[src/rtl/vga_mode_sequencer.sv]
// Debounced push button steps the VGA display mode, applied only at frame boundaries.
// Define VGA_MODE_AUTO_CYCLE_EN to add long-press toggled automatic mode cycling.
module vga_mode_sequencer #(
  parameter int DEBOUNCE_CYCLES = 90000,
  parameter int LONG_CYCLES     = 650000,
  parameter int AUTO_FRAMES     = 120,
  parameter int NUM_MODES       = 14
) (
  input  logic       clk,
  input  logic       rstn,
  input  logic       key1,
  input  logic       frame_start,
  output logic [3:0] vga_dis_mode,
  output logic       mode_changed,
  output logic       auto_on,
  output logic       led
);

  typedef enum logic [1:0] {IDLE, DEBOUNCE, HELD, LONG} state_t;

  localparam logic [19:0] CNT_MAX   = 20'(LONG_CYCLES);
  localparam logic [19:0] DEB_LAST  = 20'(DEBOUNCE_CYCLES - 1);
  localparam logic [3:0]  LAST_MODE = 4'(NUM_MODES - 1);

  logic        key_meta_reg;
  logic        key_s_reg;
  logic [19:0] press_cnt_reg;
  state_t      state_reg;
  state_t      state_next;
  logic        short_press;
  logic        auto_step;
  logic        do_step;
  logic        step_pending_reg;
  logic        mode_changed_reg;
  logic [3:0]  mode_reg;

  // Sync flops idle high so a key held through reset is seen as a fresh press.
  always_ff @(posedge clk) begin
    if (!rstn) begin
      key_meta_reg <= 1'b1;
      key_s_reg    <= 1'b1;
    end else begin
      key_meta_reg <= key1;
      key_s_reg    <= key_meta_reg;
    end
  end

  always_ff @(posedge clk) begin
    if (!rstn || key_s_reg) begin
      press_cnt_reg <= '0;
    end else if (press_cnt_reg != CNT_MAX) begin
      press_cnt_reg <= press_cnt_reg + 20'd1;
    end
  end

  always_ff @(posedge clk) begin
    if (!rstn) begin
      state_reg <= IDLE;
    end else begin
      state_reg <= state_next;
    end
  end

`ifdef VGA_MODE_AUTO_CYCLE_EN
  localparam logic [19:0] LONG_LAST  = 20'(LONG_CYCLES - 1);
  localparam logic [7:0]  FRAME_LAST = 8'(AUTO_FRAMES - 1);

  logic       long_press;
  logic       auto_on_reg;
  logic [7:0] frame_cnt_reg;
`endif

  always_comb begin
    state_next  = state_reg;
    short_press = 1'b0;
`ifdef VGA_MODE_AUTO_CYCLE_EN
    long_press  = 1'b0;
`endif
    case (state_reg)
      IDLE: begin
        if (!key_s_reg) state_next = DEBOUNCE;
      end
      DEBOUNCE: begin
        if (key_s_reg) state_next = IDLE;
        else if (press_cnt_reg == DEB_LAST) state_next = HELD;
      end
      HELD: begin
        if (key_s_reg) begin
          state_next  = IDLE;
          short_press = 1'b1;
        end
`ifdef VGA_MODE_AUTO_CYCLE_EN
        else if (press_cnt_reg == LONG_LAST) begin
          state_next = LONG;
          long_press = 1'b1;
        end
`endif
      end
`ifdef VGA_MODE_AUTO_CYCLE_EN
      LONG: begin
        if (key_s_reg) state_next = IDLE;
      end
`endif
      default: state_next = IDLE;
    endcase
  end

`ifdef VGA_MODE_AUTO_CYCLE_EN
  assign auto_step = frame_start && auto_on_reg && (frame_cnt_reg == FRAME_LAST);

  // Any applied step restarts the auto interval, so a manual step is never followed early.
  always_ff @(posedge clk) begin
    if (!rstn) begin
      auto_on_reg   <= 1'b0;
      frame_cnt_reg <= '0;
    end else if (long_press) begin
      auto_on_reg   <= ~auto_on_reg;
      frame_cnt_reg <= '0;
    end else if (do_step) begin
      frame_cnt_reg <= '0;
    end else if (frame_start && auto_on_reg) begin
      frame_cnt_reg <= frame_cnt_reg + 8'd1;
    end
  end

  assign auto_on = auto_on_reg;
`else
  assign auto_step = 1'b0;
  assign auto_on   = 1'b0;
`endif

  assign do_step = frame_start && (step_pending_reg || auto_step);

  // A press landing on a frame_start cycle wins over the clear and waits for the next frame.
  always_ff @(posedge clk) begin
    if (!rstn) begin
      mode_reg         <= '0;
      mode_changed_reg <= 1'b0;
      step_pending_reg <= 1'b0;
    end else begin
      mode_changed_reg <= do_step;
      if (do_step) begin
        mode_reg <= (mode_reg == LAST_MODE) ? 4'd0 : mode_reg + 4'd1;
      end
      if (short_press) begin
        step_pending_reg <= 1'b1;
      end else if (do_step) begin
        step_pending_reg <= 1'b0;
      end
    end
  end

  assign vga_dis_mode = mode_reg;
  assign mode_changed = mode_changed_reg;
  assign led          = (state_reg == HELD) || (state_reg == LONG);

endmodule

[config.mk]
export PLATFORM = sky130hd
export DESIGN_NAME = vga_mode_sequencer
export DESIGN_NICKNAME = d
export VERILOG_FILES = /design/src/rtl/vga_mode_sequencer.sv
export SDC_FILE = /design/constraint.sdc
export NUM_CORES = 1
export LEC_CHECK = 0
export ABC_AREA = 0
export CAP_MARGIN = 20
export CORE_MARGIN = 2
export CORE_UTILIZATION = 56
export CTS_BUF_LIST = sky130_fd_sc_hd__clkbuf_16
export DETAILED_ROUTE_END_ITERATION = 6
export PLACE_DENSITY = 0.73
export SYNTH_ARGS = -nofsm -noshare
export SYNTH_HDL_FRONTEND = slang
export SYNTH_SLANG_ARGS = --single-unit
[constraint.sdc]
create_clock -name clk -period 2.12 [get_ports clk]
set_input_delay 0.212 -clock clk [delete_from_list [all_inputs] [get_ports clk]]
set_output_delay 0.212 -clock clk [all_outputs]
set_load 0.01 [all_outputs]
==> reports/results.ini <==
[drt]
antenna_left = 0
wl_per_cell_um = 16.1
drcViolationCount = 0
vias = 1174
drt-total-wl_um = 3070
drt-vias-per-instance = 6.15
firstDrtPassIters = 4
first_iter_violations = 42

[cells_and_area]
fill_cells = 204
largest_reg_flops = 20
nNetsFinal = 168
diodes = 0
final_area_um2 = 1600
layout.cells.most_common = dfxtp_1
utilization_pct = 70.9
final_cell_mix = dfxtp_1, nor2_1, xor2_1
syn_to_final_growth_pct = 17.5
drive_above_1_share_pct = 9.20
final_cells = 191

[clocking]
postCtsHoldBufs = 0
post_cts_buffers = 0
htreeDepth = 2
cts_buffer_depth = 2
ctsRootBufferMaster = clkbuf_16
cts_buffers = 5
clock_latency_ns = 0.27
clkTransAtPathRegs_ns = 0.05
cts_sinks = 30
cts_resized = 0
cts_tree = yes

[outcome]
status = completed

[pwr]
power_density_nw_per_um2 = 777
p_leak_nw = 0.526
p_total_mw = 1.24
peakVddDrop_v = 0.000668

[yosys]
yosysWarnings = 0
ys_ff_latch = 30
synth.avg_cell_area_um2 = 8.96
synth.cell_area_um2 = 1360
ys_types = 36
ys_seq_area_share_pct = 44.1
synth_cells = 152
syn-num-nets = 158

[floorplan]
dieArea_um2 = 2840
fp-row-count = 17
die_w_um = 53.3
die_h_um = 53.3
coreArea_um2 = 2250
pin_count = 11
start_util_pct = 60.4

[place]
portBuffers = 9
place.gp.congestion = 0.816
post-place-cells = 183
pre_cts_ws_ns = 0.422
post-dp-hpwl_um = 2010
placed_area_um2 = 1460

[flow_run]
cap_violations = 0

[sta]
tightest_slew_ns = 0.602
skew_ns = 0.00319
fin_hold_ws_ns = 0.437
setup_slack_ns = 0.374
setup_tns_ns = 0
period_share_pct = 82.3
clock.fmax_mhz = 573
finalHoldViolCount = 0
rsz0062_at_grt = no
finalMaxSlewViolations = 0
layout_min_cycle_time_ns = 1.75
finalSetupViolCount = 0
slew_headroom_pct = 59.5

[global_routing]
grt_pass1_wl_um = 5120
grt_usage_pct = 25.5
antenna_found_initial = 0
grt_max_degree = 23
grt-ovfl-total = 0
grt_pass1_vias = 1086

[worst_setup_path]
crit_type = reg -> reg
end_kind = flip-flop
crit_arrival_ns = 1.90
required_ns = 2.27
cp-start-kind = flip-flop
path_max_fanout = 4
reg2reg_depth = 4

[min_path]
hold_depth = 1
hold_class = reg -> reg

-- cell usage after synthesis (all sizes together) --
| cell | n | area (um^2) |
|---|---|---|
| nor2 | 14 | 55.1 |
| or4b | 1 | 10.0 |
| buf | 4 | 25.0 |
| inv | 4 | 15.0 |
| nor4 | 3 | 18.8 |
| o21ai | 8 | 43.8 |
| xnor2 | 3 | 26.3 |
| or4 | 2 | 20.0 |
| nand2b | 5 | 31.3 |
| nor3b | 1 | 7.51 |
| nand4 | 7 | 50.1 |
| and2 | 3 | 18.8 |
| and4 | 3 | 26.3 |
| conb | 1 | 3.75 |
| and3 | 4 | 25.0 |
| a211oi | 3 | 22.5 |
| a21oi | 8 | 40.0 |
| nand4b | 3 | 26.3 |
| nand2 | 5 | 18.8 |
| clkbuf | 4 | 15.0 |
| nor3 | 2 | 15.0 |
| nand3 | 9 | 45.0 |
| or3 | 5 | 31.3 |
| dfxtp | 30 | 601 |
| a41oi | 2 | 17.5 |
| o22ai | 2 | 12.5 |
| ha | 2 | 25.0 |
| xor2 | 10 | 87.6 |
| or3b | 1 | 8.76 |
| nor2b | 3 | 18.8 |
-- cell families (layout without fill, tap and decap cells) --
group	after synthesis	after routing	synth area share (%)
buffers and inverters	12	23	4.04
AO/OA/AOI/OAI	23	23	10.0
adder cells (fa/ha/maj)	2	2	1.84
flip-flops	30	30	44.1
other	1	1	0.275
XOR/XNOR	13	13	8.36
AND/OR/NAND/NOR	71	71	31.3
-- critical path, cell delays in order (launching register included) --
cell and delay, ns:
dfxtp_1 0.35, or4b_1 0.59, or4_4 0.48, o21ai_2 0.15
a21oi_1 0.07
-- worst paths after layout --
path | endpoint | from | slack, ns
setup / recovery | press_cnt_reg[1] | press_cnt_reg[7] | 0.37
hold reg to reg | key_s_reg | key_meta_reg | 0.44
setup reg to reg | press_cnt_reg[1] | press_cnt_reg[7] | 0.37
hold / removal | key_s_reg | key_meta_reg | 0.44
-- layout make-up --
type                    instances  area, um^2  share of cell area, %
inverters                       4        15.0                  0.939
flip-flops and latches         30         601                   37.6
well taps                      28        35.0                   2.19
multi-input cells             110         706                   44.1
clock inverters                 3        12.5                  0.782
clock buffers                   5         125                   7.82
repair buffers                 11         105                   6.57
-- power by group --
part	internal (mW)	switching [mW]	total (mW)
logic	0.00866	0.00996	0.0186
clock network	0.422	0.232	0.655
registers	0.568	0.00178	0.570
total	0.999	0.244	1.24
-- routing by layer --
layer  up-vias  part of all wire [%]  global-route usage (%)  wire length, um
met2        47                    48                    40.5             1470
met1       557                    44                    32.5             1350
met4         0                   1.6                    11.5               49
li1        562                     -                       -                -
met5         -                     0                       0                0
met3         8                   6.5                    5.93              199
Power figures use the tool's default switching activity.
